==> config.mk <==
export PLATFORM = sky130hd
export DESIGN_NAME = timestamp_sched_pulse
export DESIGN_NICKNAME = d
export VERILOG_FILES = /design/src/rtl/timestamp_sched_pkg.sv /design/src/rtl/timestamp_sched_pulse_sat_counter.sv /design/src/rtl/timestamp_sched_pulse.sv
export SDC_FILE = /design/constraint.sdc
export NUM_CORES = 1
export LEC_CHECK = 0
export CAP_MARGIN = 20
export CELL_PAD_IN_SITES_DETAIL_PLACEMENT = 0
export CELL_PAD_IN_SITES_GLOBAL_PLACEMENT = 1
export CORE_MARGIN = 2
export CORE_UTILIZATION = 40
export CTS_CLUSTER_SIZE = 24
export DETAILED_ROUTE_END_ITERATION = 8
export MAX_ROUTING_LAYER = met4
export PLACE_DENSITY_LB_ADDON = 0.1
export SYNTH_ARGS = -nofsm -noshare
export SYNTH_HDL_FRONTEND = slang
export SYNTH_SLANG_ARGS = --single-unit
export TNS_END_PERCENT = 10
==> constraint.sdc <==
create_clock -name BUS_CLK -period 4.1 [get_ports BUS_CLK]
set_input_delay 0.82 -clock BUS_CLK [delete_from_list [all_inputs] [get_ports BUS_CLK]]
set_output_delay 0.82 -clock BUS_CLK [all_outputs]
set_load 0.03 [all_outputs]
==> src/rtl/timestamp_sched_pkg.sv <==
// Shared definitions for the timestamp-scheduled pulse generator:
// state encoding, event-word field layout and counter width.
package timestamp_sched_pkg;

    typedef enum logic [2:0] {
        ST_RD0,
        ST_RD1,
        ST_RD2,
        ST_WAIT,
        ST_FIRE
    } state_e;

    localparam int ID_MSB   = 31;
    localparam int ID_LSB   = 28;
    localparam int IDX_MSB  = 27;
    localparam int IDX_LSB  = 24;
    localparam int PAY_MSB  = 23;
    localparam int W_MSB    = 23;
    localparam int W_LSB    = 16;
    localparam int THI_MSB  = 15;

    localparam logic [3:0] IDX_T0 = 4'd0;
    localparam logic [3:0] IDX_T1 = 4'd1;
    localparam logic [3:0] IDX_T2 = 4'd2;

    localparam int CNT_W = 8;

    function automatic logic word_ok(
        input logic [31:0] word,
        input logic [3:0]  ident,
        input logic [3:0]  idx
    );
        return (word[ID_MSB:ID_LSB] == ident) && (word[IDX_MSB:IDX_LSB] == idx);
    endfunction

endpackage

==> src/rtl/timestamp_sched_pulse_sat_counter.sv <==
// Saturating event counter with synchronous active-high clear.
// Holds at all-ones; one increment per cycle at most.
module sat_counter
    import timestamp_sched_pkg::*;
(
    input  logic             clk_i,
    input  logic             rst_i,
    input  logic             inc_i,
    output logic [CNT_W-1:0] count_o
);

    logic [CNT_W-1:0] count_q;

    always_ff @(posedge clk_i) begin
        if (rst_i) begin
            count_q <= '0;
        end else if (inc_i && (count_q != {CNT_W{1'b1}})) begin
            count_q <= count_q + 1'b1;
        end
    end

    assign count_o = count_q;

endmodule

==> src/rtl/timestamp_sched_pulse.sv <==
// Pops 3-word event records from a FWFT FIFO, waits for EXT_TIMESTAMP to reach
// the target time and drives PULSE for W+1 cycles; late/malformed input is counted.
module timestamp_sched_pulse
    import timestamp_sched_pkg::*;
#(
    parameter logic [3:0] IDENTIFIER = 4'b0101
) (
    input  logic             BUS_CLK,
    input  logic             BUS_RST,
    input  logic             ENABLE,
    input  logic             FIFO_EMPTY,
    input  logic [31:0]      FIFO_DATA,
    output logic             FIFO_READ,
    input  logic [63:0]      EXT_TIMESTAMP,
    output logic             PULSE,
    output logic             BUSY,
    output logic [CNT_W-1:0] LATE_COUNT,
    output logic [CNT_W-1:0] FMT_ERR_COUNT
);

    state_e      state_q, state_d;
    logic [63:0] t_q, t_d;
    logic [7:0]  w_q, w_d;
    logic [7:0]  cnt_q, cnt_d;
    logic        pulse_q;
    logic        pop;
    logic        late_inc;
    logic        fmt_inc;
    logic [63:0] t_full;

    // Full target time as it will look once the idx-2 word is latched.
    assign t_full = {FIFO_DATA[THI_MSB:0], t_q[47:0]};

    always_comb begin
        state_d  = state_q;
        t_d      = t_q;
        w_d      = w_q;
        cnt_d    = cnt_q;
        pop      = 1'b0;
        late_inc = 1'b0;
        fmt_inc  = 1'b0;

        case (state_q)
            ST_RD0: begin
                if (ENABLE && !FIFO_EMPTY) begin
                    pop = 1'b1;
                    if (word_ok(FIFO_DATA, IDENTIFIER, IDX_T0)) begin
                        t_d[23:0] = FIFO_DATA[PAY_MSB:0];
                        state_d   = ST_RD1;
                    end else begin
                        fmt_inc = 1'b1;
                    end
                end
            end
            ST_RD1: begin
                if (!FIFO_EMPTY) begin
                    pop = 1'b1;
                    if (word_ok(FIFO_DATA, IDENTIFIER, IDX_T1)) begin
                        t_d[47:24] = FIFO_DATA[PAY_MSB:0];
                        state_d    = ST_RD2;
                    end else begin
                        fmt_inc = 1'b1;
                        state_d = ST_RD0;
                    end
                end
            end
            ST_RD2: begin
                if (!FIFO_EMPTY) begin
                    pop = 1'b1;
                    if (word_ok(FIFO_DATA, IDENTIFIER, IDX_T2)) begin
                        t_d = t_full;
                        w_d = FIFO_DATA[W_MSB:W_LSB];
                        if (t_full < EXT_TIMESTAMP) begin
                            late_inc = 1'b1;
                            state_d  = ST_RD0;
                        end else if (t_full == EXT_TIMESTAMP) begin
                            cnt_d   = FIFO_DATA[W_MSB:W_LSB];
                            state_d = ST_FIRE;
                        end else begin
                            state_d = ST_WAIT;
                        end
                    end else begin
                        fmt_inc = 1'b1;
                        state_d = ST_RD0;
                    end
                end
            end
            ST_WAIT: begin
                // >= rather than == so a forward jump of the time base still fires.
                if (EXT_TIMESTAMP >= t_q) begin
                    cnt_d   = w_q;
                    state_d = ST_FIRE;
                end
            end
            ST_FIRE: begin
                if (cnt_q == 8'd0) begin
                    state_d = ST_RD0;
                end else begin
                    cnt_d = cnt_q - 8'd1;
                end
            end
            default: begin
                state_d = ST_RD0;
            end
        endcase
    end

    always_ff @(posedge BUS_CLK) begin
        if (BUS_RST) begin
            state_q <= ST_RD0;
            t_q     <= '0;
            w_q     <= '0;
            cnt_q   <= '0;
            pulse_q <= 1'b0;
        end else begin
            state_q <= state_d;
            t_q     <= t_d;
            w_q     <= w_d;
            cnt_q   <= cnt_d;
            // Registered from the next state so PULSE rises one cycle after the fire condition.
            pulse_q <= (state_d == ST_FIRE);
        end
    end

    sat_counter u_late_cnt (
        .clk_i   (BUS_CLK),
        .rst_i   (BUS_RST),
        .inc_i   (late_inc),
        .count_o (LATE_COUNT)
    );

    sat_counter u_fmt_cnt (
        .clk_i   (BUS_CLK),
        .rst_i   (BUS_RST),
        .inc_i   (fmt_inc),
        .count_o (FMT_ERR_COUNT)
    );

    // No pop while in reset: the FIFO is not flushed and must not lose a word.
    assign FIFO_READ = pop && !BUS_RST;
    assign PULSE     = pulse_q;
    assign BUSY      = (state_q != ST_RD0);

endmodule

==> summary.md, run 1 <==
| Metric | Value |
|---|---|
| CP Class | in2reg |
| CTS tree | yes |
| Post-synthesis register bit count | 100 |
| Port buffer count | 118 |
| Internal | 1.562 mW |
| Diodes inserted | 0 |
| Maximum number of pins on one net before global-route repair | 51 |
| Cell count after synthesis | 959 |
| Data arrival, critical path | 3.81 ns |
| GRT overflow | 0 |
| Power per standard cell area | 229.7 nW/µm² |
| IO Pins | 119 |
| Clk pwr share | 0.381 |
| Switching share of power | 0.2590 |
| Setup TNS Final | 0 ns |
| Worst slew pin tran | 0.8349 ns |
| Fillers | 1827 |
| Yosys warning count | 0 |
| Critical path's most frequent cell | nand4_1 |
| Commonest non-fill, non-tap cells in the layout | nand2_1, inv_1, ha_1 |
| Via total after detailed routing | 6721 |
| Share of power burned in registers | 0.462 |
| Slowest-stage cell, CP | or4_4 |
| Dpl cells | 1302 |
| Simple-gate share of the synthesized area | 0.2067 |
| Final ANT Viol Nets | 0 |
| F_max | 0.2804 GHz |
| Most common cell after layout, fill and taps aside | nand2_1 |
| Initial detailed-routing violation count | 334 |
| Mean Syn Cell Area | 7.681 µm² |
| Crit-path cells | clkdlybuf4s50_1 -> inv_1 -> ha_1 -> nand4_1 -> or4_4 -> nor3_2 -> nand4_1 -> o41a_1 -> nor2_4 -> nand3_1 -> a32o_1 |
| Final core occ | 0.5089 |
| Max cap viols | 0 |
| CTS Sinks | 100 |
| Total power | 2.107 mW |
| Cells taking the most area after synthesis | dfxtp_1, ha_1, nand2_1 |
| Psw | 545.8 µW |
| Pins Over Slew Limit | 0 |
| Tmin final | 3.567 ns |
| Post-synth EDFFs | 0 |
| Post-synthesis mux area share | 0.03533 |
| Post-route insts no fill | 1317 |
| Post-synthesis cell type count | 55 |
| Mapped cell area | 7366 µm² |
| Area delta synth->final | 24.53% |
| Post-synthesis xor/xnor area fraction | 0.01189 |
| Post-DP HPWL | 15980 µm |
| Ys flop type | dfxtp_1 |
| Adder-Cell Fraction of Synth Area | 0.2242 |
| RD Place Congestion | 0.8533 |
| Count of final hold-check violations | 0 |
| Setup Buffers After CTS | 0 |
| CORE AREA | 18020 µm² |
| CTS max path bufs | 2 |
| GRT Util Overall | 0.2163 |
| Final net count | 1316 |
| Cell Rows | 49 |
| Die Span Y | 139.7 µm |
| DR vias/cell | 5.103 |
| Setup Skew | 0.01162 ns |
| CTS buffer count | 9 |
| Combinational family with the most area after synthesis | adder cells |
| Pre-antenna DRT Iters | 5 |
| H-tree levels | 3 |
| Die Width | 139.7 µm |
| Starting density of the core | 0.4086 |
| Max VDD drop | 0.1890 mV |
| DIE AREA | 19520 µm² |
| DRC viols | 0 |
| Layout cell share with drive strength beyond 1 | 0.04596 |
| Finish-stage setup viols | 0 |
| # hold bufs at CTS | 0 |
| Slowest Stage Delay on Critical Path | 0.60 ns |
| Leak | 3.942 nW |
| Tcrit/Tclk final | 0.8700 |
| WL/cell | 15.44 µm |
| Initial antenna violation count | 0 |
| Post-synthesis net count | 1191 |
| Root Driver | clkbuf_16 |
| Post-synth top area share | 0.2718 |
| Vias in the first global route | 6360 |
| Routed wire length | 20330 µm |
| # resized after CTS | 0 |
| Unrepaired setup endpoints after global routing | no |
| Critical-path maximum fanout | 9 |
| Outcome | completed |
| Async set-reset flop share out of synthesis | 0 |
| Post-synthesis compound-gate area fraction | 0.1654 |
| WP buf/inv | 2 |
| Slew HR | 0.4408 |
| Skew-Pair Late Insertion Delay | 0.35 ns |
| Comb power frac | 0.157 |
| Worst setup SP type | input pin |
| Crit path max-delay family | simple AND/OR/NAND/NOR gates |
| Crit path capture type | register |
| First-pass GRT wire length | 32900 µm |
| Critical Path RT | 4.34 ns |
| Sequential cell area fraction in the yosys report | 0.2718 |
| Hold Crit Class | reg2reg |
| Yosys top cell by area | dfxtp_1 |
| CTS clk-pin slew, worst paths | 0.07 ns |
==> cells by family (layout without fill, tap and decap cells) <==
group,count (synthesis),in the layout
AO/OA/AOI/OAI,205,205
flip-flops,100,100
buffers and inverters,166,295
adder cells (fa/ha/maj),132,132
multiplexers,26,26
AND/OR/NAND/NOR,320,320
XOR/XNOR,10,10
==> layer usage <==
| layer | wire, µm | track usage | vias up |
|---|---|---|---|
| met1 | 10290 | 0.2948 | 3051 |
| li1 | - | - | 3522 |
| met5 | 0 | - | - |
| met2 | 9060 | 0.3397 | 135 |
| met3 | 783 | 0.03407 | 13 |
| met4 | 199 | 0.04632 | 0 |
==> tightest hold or removal path, stage by stage, from the launching register on <==
cell and delay, ns:
dfxtp_1 0.31, nand2_1 0.05, a21oi_1 0.05
==> worst paths after layout <==
| path | startpoint | end | slack (ns) | depth (start not counted) |
|---|---|---|---|---|
| max reg2reg | t_q[30] | cnt_q[5] | 1.18 | 9 |
| max | EXT_TIMESTAMP[21] | cnt_q[5] | 0.53 | 11 |
| min reg2reg | t_q[62] | t_q[62] | 0.45 | 2 |
| min | t_q[62] | t_q[62] | 0.45 | 2 |
==> power groups by stage <==
stage | Combinational, mW | Clock (mW) | Sequential (mW)
global route | 0.371 | 0.866 | 0.973
global placement | 0.330 | 0 | 0.996
finish | 0.331 | 0.802 | 0.974
detailed placement | 0.330 | 0 | 0.996
CTS | 0.333 | 0.829 | 0.973
floorplan | 0.143 | 0 | 0.998
==> layout make-up <==
class / count / area (µm²) / share of cell area
clock buffers: 11 / 242.7 / 0.02646
clock inverters: 4 / 26.28 / 0.002865
inverters: 138 / 518.0 / 0.05647
multi-input cells: 693 / 4741 / 0.5168
well taps: 229 / 286.5 / 0.03124
flip-flops and latches: 100 / 2002 / 0.2183
repair buffers: 142 / 1356 / 0.1479
==> through the flow <==
| step | area, µm² | hold slack [ns] | setup WS, ns |
|---|---|---|---|
| floorplan | 7366 | 0.4363 | 1.003 |
| global placement | 8904 | 0.4430 | 0.2212 |
| detailed placement | 8904 | 0.4463 | 0.1951 |
| CTS | 9173 | 0.4560 | 0.5706 |
| global route | 9173 | 0.4707 | 0.3715 |
| finish | 9173 | 0.4542 | 0.5331 |
==> cells in the mapped netlist (5+ instances only) <==
| cell type | instances |
|---|---|
| nand3_1 | 22 |
| dfxtp_1 | 100 |
| a22oi_1 | 5 |
| inv_1 | 137 |
| mux2i_1 | 26 |
| nand2_1 | 152 |
| o31ai_1 | 5 |
| nor2_1 | 60 |
| ha_1 | 132 |
| clkbuf_1 | 26 |
| a211oi_1 | 7 |
| and3_1 | 7 |
| nor3_1 | 8 |
| a31oi_1 | 6 |
| o21a_1 | 7 |
| nand4_1 | 29 |
| a21oi_1 | 107 |
| o21ai_0 | 27 |
| nor4_1 | 9 |
| o221ai_1 | 5 |
| a21o_1 | 8 |
| xor2_1 | 8 |
==> registers in the layout, indices dropped and copies added, names as in the netlist <==
register,count
w_q,8
cnt_q,8
t_q,64
u_late_cnt.count_o,8
u_fmt_cnt.count_o,8
PULSE,1
state_q,3
Power figures use the tool's default switching activity.
==> run 2: changes to the inputs <==
Settings changed: ABC_CLOCK_PERIOD_IN_PS set to 4100.
==> results of run 2 <==
Same layout as run 1: the final DEF is identical, and so are final timing and power.
==> run 3: changes to the inputs <==
Settings changed: CORE_UTILIZATION 40 to 24.
==> run 3 against run 2 <==
Net effect: clock power grew 30%; die area grew 65%; critical path depth is the same; register-to-register slack lost 0.13 ns; worst setup slack lost 0.13 ns; clock skew grew 0.0028 ns; flip-flop and latch count is the same; sequential share of layout area shrank 0.73 points; combinational power grew 2%; fmax shrank 3.5%; via count is essentially flat; largest power group is now clock; highest routed layer unchanged.
==> summary.md, run 3 (synthesis gave the netlist of run 1 again) <==
| Metric | Value |
|---|---|
| Tmin final | 3.697 ns |
| CTS tree | yes |
| Clk pwr share | 0.442 |
| Finish-stage setup viols | 0 |
| Commonest non-fill, non-tap cells in the layout | nand2_1, inv_1, ha_1 |
| Crit-path cells | clkdlybuf4s50_1 -> inv_1 -> ha_1 -> and4_1 -> and4_1 -> a22oi_1 -> a31oi_1 -> o21bai_1 -> nand3_2 -> or4_1 -> a21oi_1 |
| Power per standard cell area | 247.7 nW/µm² |
| Max reg flops | 64 |
| # resized after CTS | 0 |
| Min-delay src | t_q[63] |
| Switching share of power | 0.2590 |
| Data arrival, critical path | 3.98 ns |
| Initial detailed-routing violation count | 340 |
| Starting density of the core | 0.2421 |
| CTS clk-pin slew, worst paths | 0.07 ns |
| Slowest Stage Delay on Critical Path | 0.48 ns |
| Dpl cells | 1473 |
| Outcome | completed |
| Unrepaired setup endpoints after global routing | no |
| Leak | 4.003 nW |
| Internal | 1.742 mW |
| DR vias/cell | 4.515 |
| # hold bufs at CTS | 0 |
| Worst setup SP type | input pin |
| Routed wire length | 23850 µm |
| Critical Path RT | 4.39 ns |
| GRT Util Overall | 0.1578 |
| Diodes inserted | 0 |
| Setup TNS Final | 0 ns |
| Hold Crit Class | reg2reg |
| Critical-path maximum fanout | 10 |
| Slowest-stage cell, CP | clkdlybuf4s50_1 |
| Die Width | 179.2 µm |
| First-pass GRT wire length | 37630 µm |
| Layout cell share with drive strength beyond 1 | 0.05124 |
| DIE AREA | 32110 µm² |
| Worst slew pin tran | 0.7416 ns |
| Setup Skew | 0.01443 ns |
| Initial antenna violation count | 0 |
| Post-DP HPWL | 18890 µm |
| Share of power burned in registers | 0.414 |
| CTS max path bufs | 2 |
| Most common cell after layout, fill and taps aside | nand2_1 |
| Tcrit/Tclk final | 0.9017 |
| Crit path from | EXT_TIMESTAMP[14] |
| Hold slack | 0.4574 ns |
| Psw | 608.9 µW |
| CTS buffer count | 9 |
| Cell Rows | 64 |
| Pre-antenna DRT Iters | 5 |
| Pins Over Slew Limit | 0 |
| Maximum number of pins on one net before global-route repair | 60 |
| Final net count | 1320 |
| Biggest register | t_q |
| GRT overflow | 0 |
| Crit path capture type | register |
| Via total after detailed routing | 6723 |
| Max cap viols | 0 |
| Die Span Y | 179.2 µm |
| Area delta synth->final | 28.86% |
| F_max | 0.2705 GHz |
| CP Class | in2reg |
| RD Place Congestion | 0.8043 |
| H-tree levels | 3 |
| Comb power frac | 0.144 |
| Critical path's most frequent cell | and4_1 |
| Skew-Pair Late Insertion Delay | 0.37 ns |
| Final ANT Viol Nets | 0 |
| Port buffer count | 118 |
| Post-route insts no fill | 1489 |
| WL/cell | 16.02 µm |
| Reg2reg start | t_q[14] |
| CORE AREA | 30430 µm² |
| DRC viols | 0 |
| IO Pins | 119 |
| Vias in the first global route | 6778 |
| Max VDD drop | 0.2040 mV |
| CTS Sinks | 100 |
| Root Driver | clkbuf_16 |
| Slew HR | 0.5033 |
| Count of final hold-check violations | 0 |
| Setup Buffers After CTS | 0 |
## run 3: path summary, 6_finish.rpt
check	endpoint	slack (ns)	depth (start not counted)
max	u_late_cnt.count_o[5]	0.40	11
min	t_q[63]	0.46	2
max reg2reg	u_late_cnt.count_o[5]	1.05	9
min reg2reg	t_q[63]	0.46	2
## run 3: routing by layer
layer	wire [µm]	track usage	share of wire	vias up
li1	-	-	-	3528
met1	11680	0.2053	0.49	3083
met2	11200	0.2620	0.47	95
met3	655	0.01845	0.027	17
met4	313	0.03595	0.013	0
met5	0	-	0	-
## run 3: area by class of cell
class	count	area, µm²
Fill cell	3297	20940
Multi-Input combinational cell	693	4741
Sequential cell	100	2002
Timing Repair Buffer	146	1389
Inverter	138	518.0
Tap cell	396	495.5
Clock buffer	9	225.2
Clock inverter	7	121.4
## run 3: worst max-delay path, delay by kind of cell
kind	cells	cell delay [ns]
AO/OA/AOI/OAI	4	1.05
AND/OR/NAND/NOR	4	1.25
adder cells (fa/ha/maj)	1	0.33
buffers and inverters	2	0.53
## run 3: power groups by stage
| stage | Sequential, mW | Clock, mW | Combinational, mW |
|---|---|---|---|
| floorplan | 0.998 | 0 | 0.143 |
| global placement | 0.997 | 0 | 0.348 |
| detailed placement | 0.996 | 0 | 0.344 |
| CTS | 0.973 | 1.07 | 0.347 |
| global route | 0.974 | 1.10 | 0.382 |
| finish | 0.973 | 1.04 | 0.339 |
## run 3: stage by stage
stage / area (µm²) / power (mW) / util / worst slack [ns]
finish: 9492 / 2.351 / 0.3119 / 0.4030
global route: 9492 / 2.454 / 0.3119 / 0.2336
CTS: 9492 / 2.394 / 0.3119 / 0.4169
detailed placement: 9145 / 1.341 / 0.3005 / 0.07027
global placement: 9145 / 1.344 / 0.3005 / 0.08566
floorplan: 7366 / 1.142 / - / 1.003
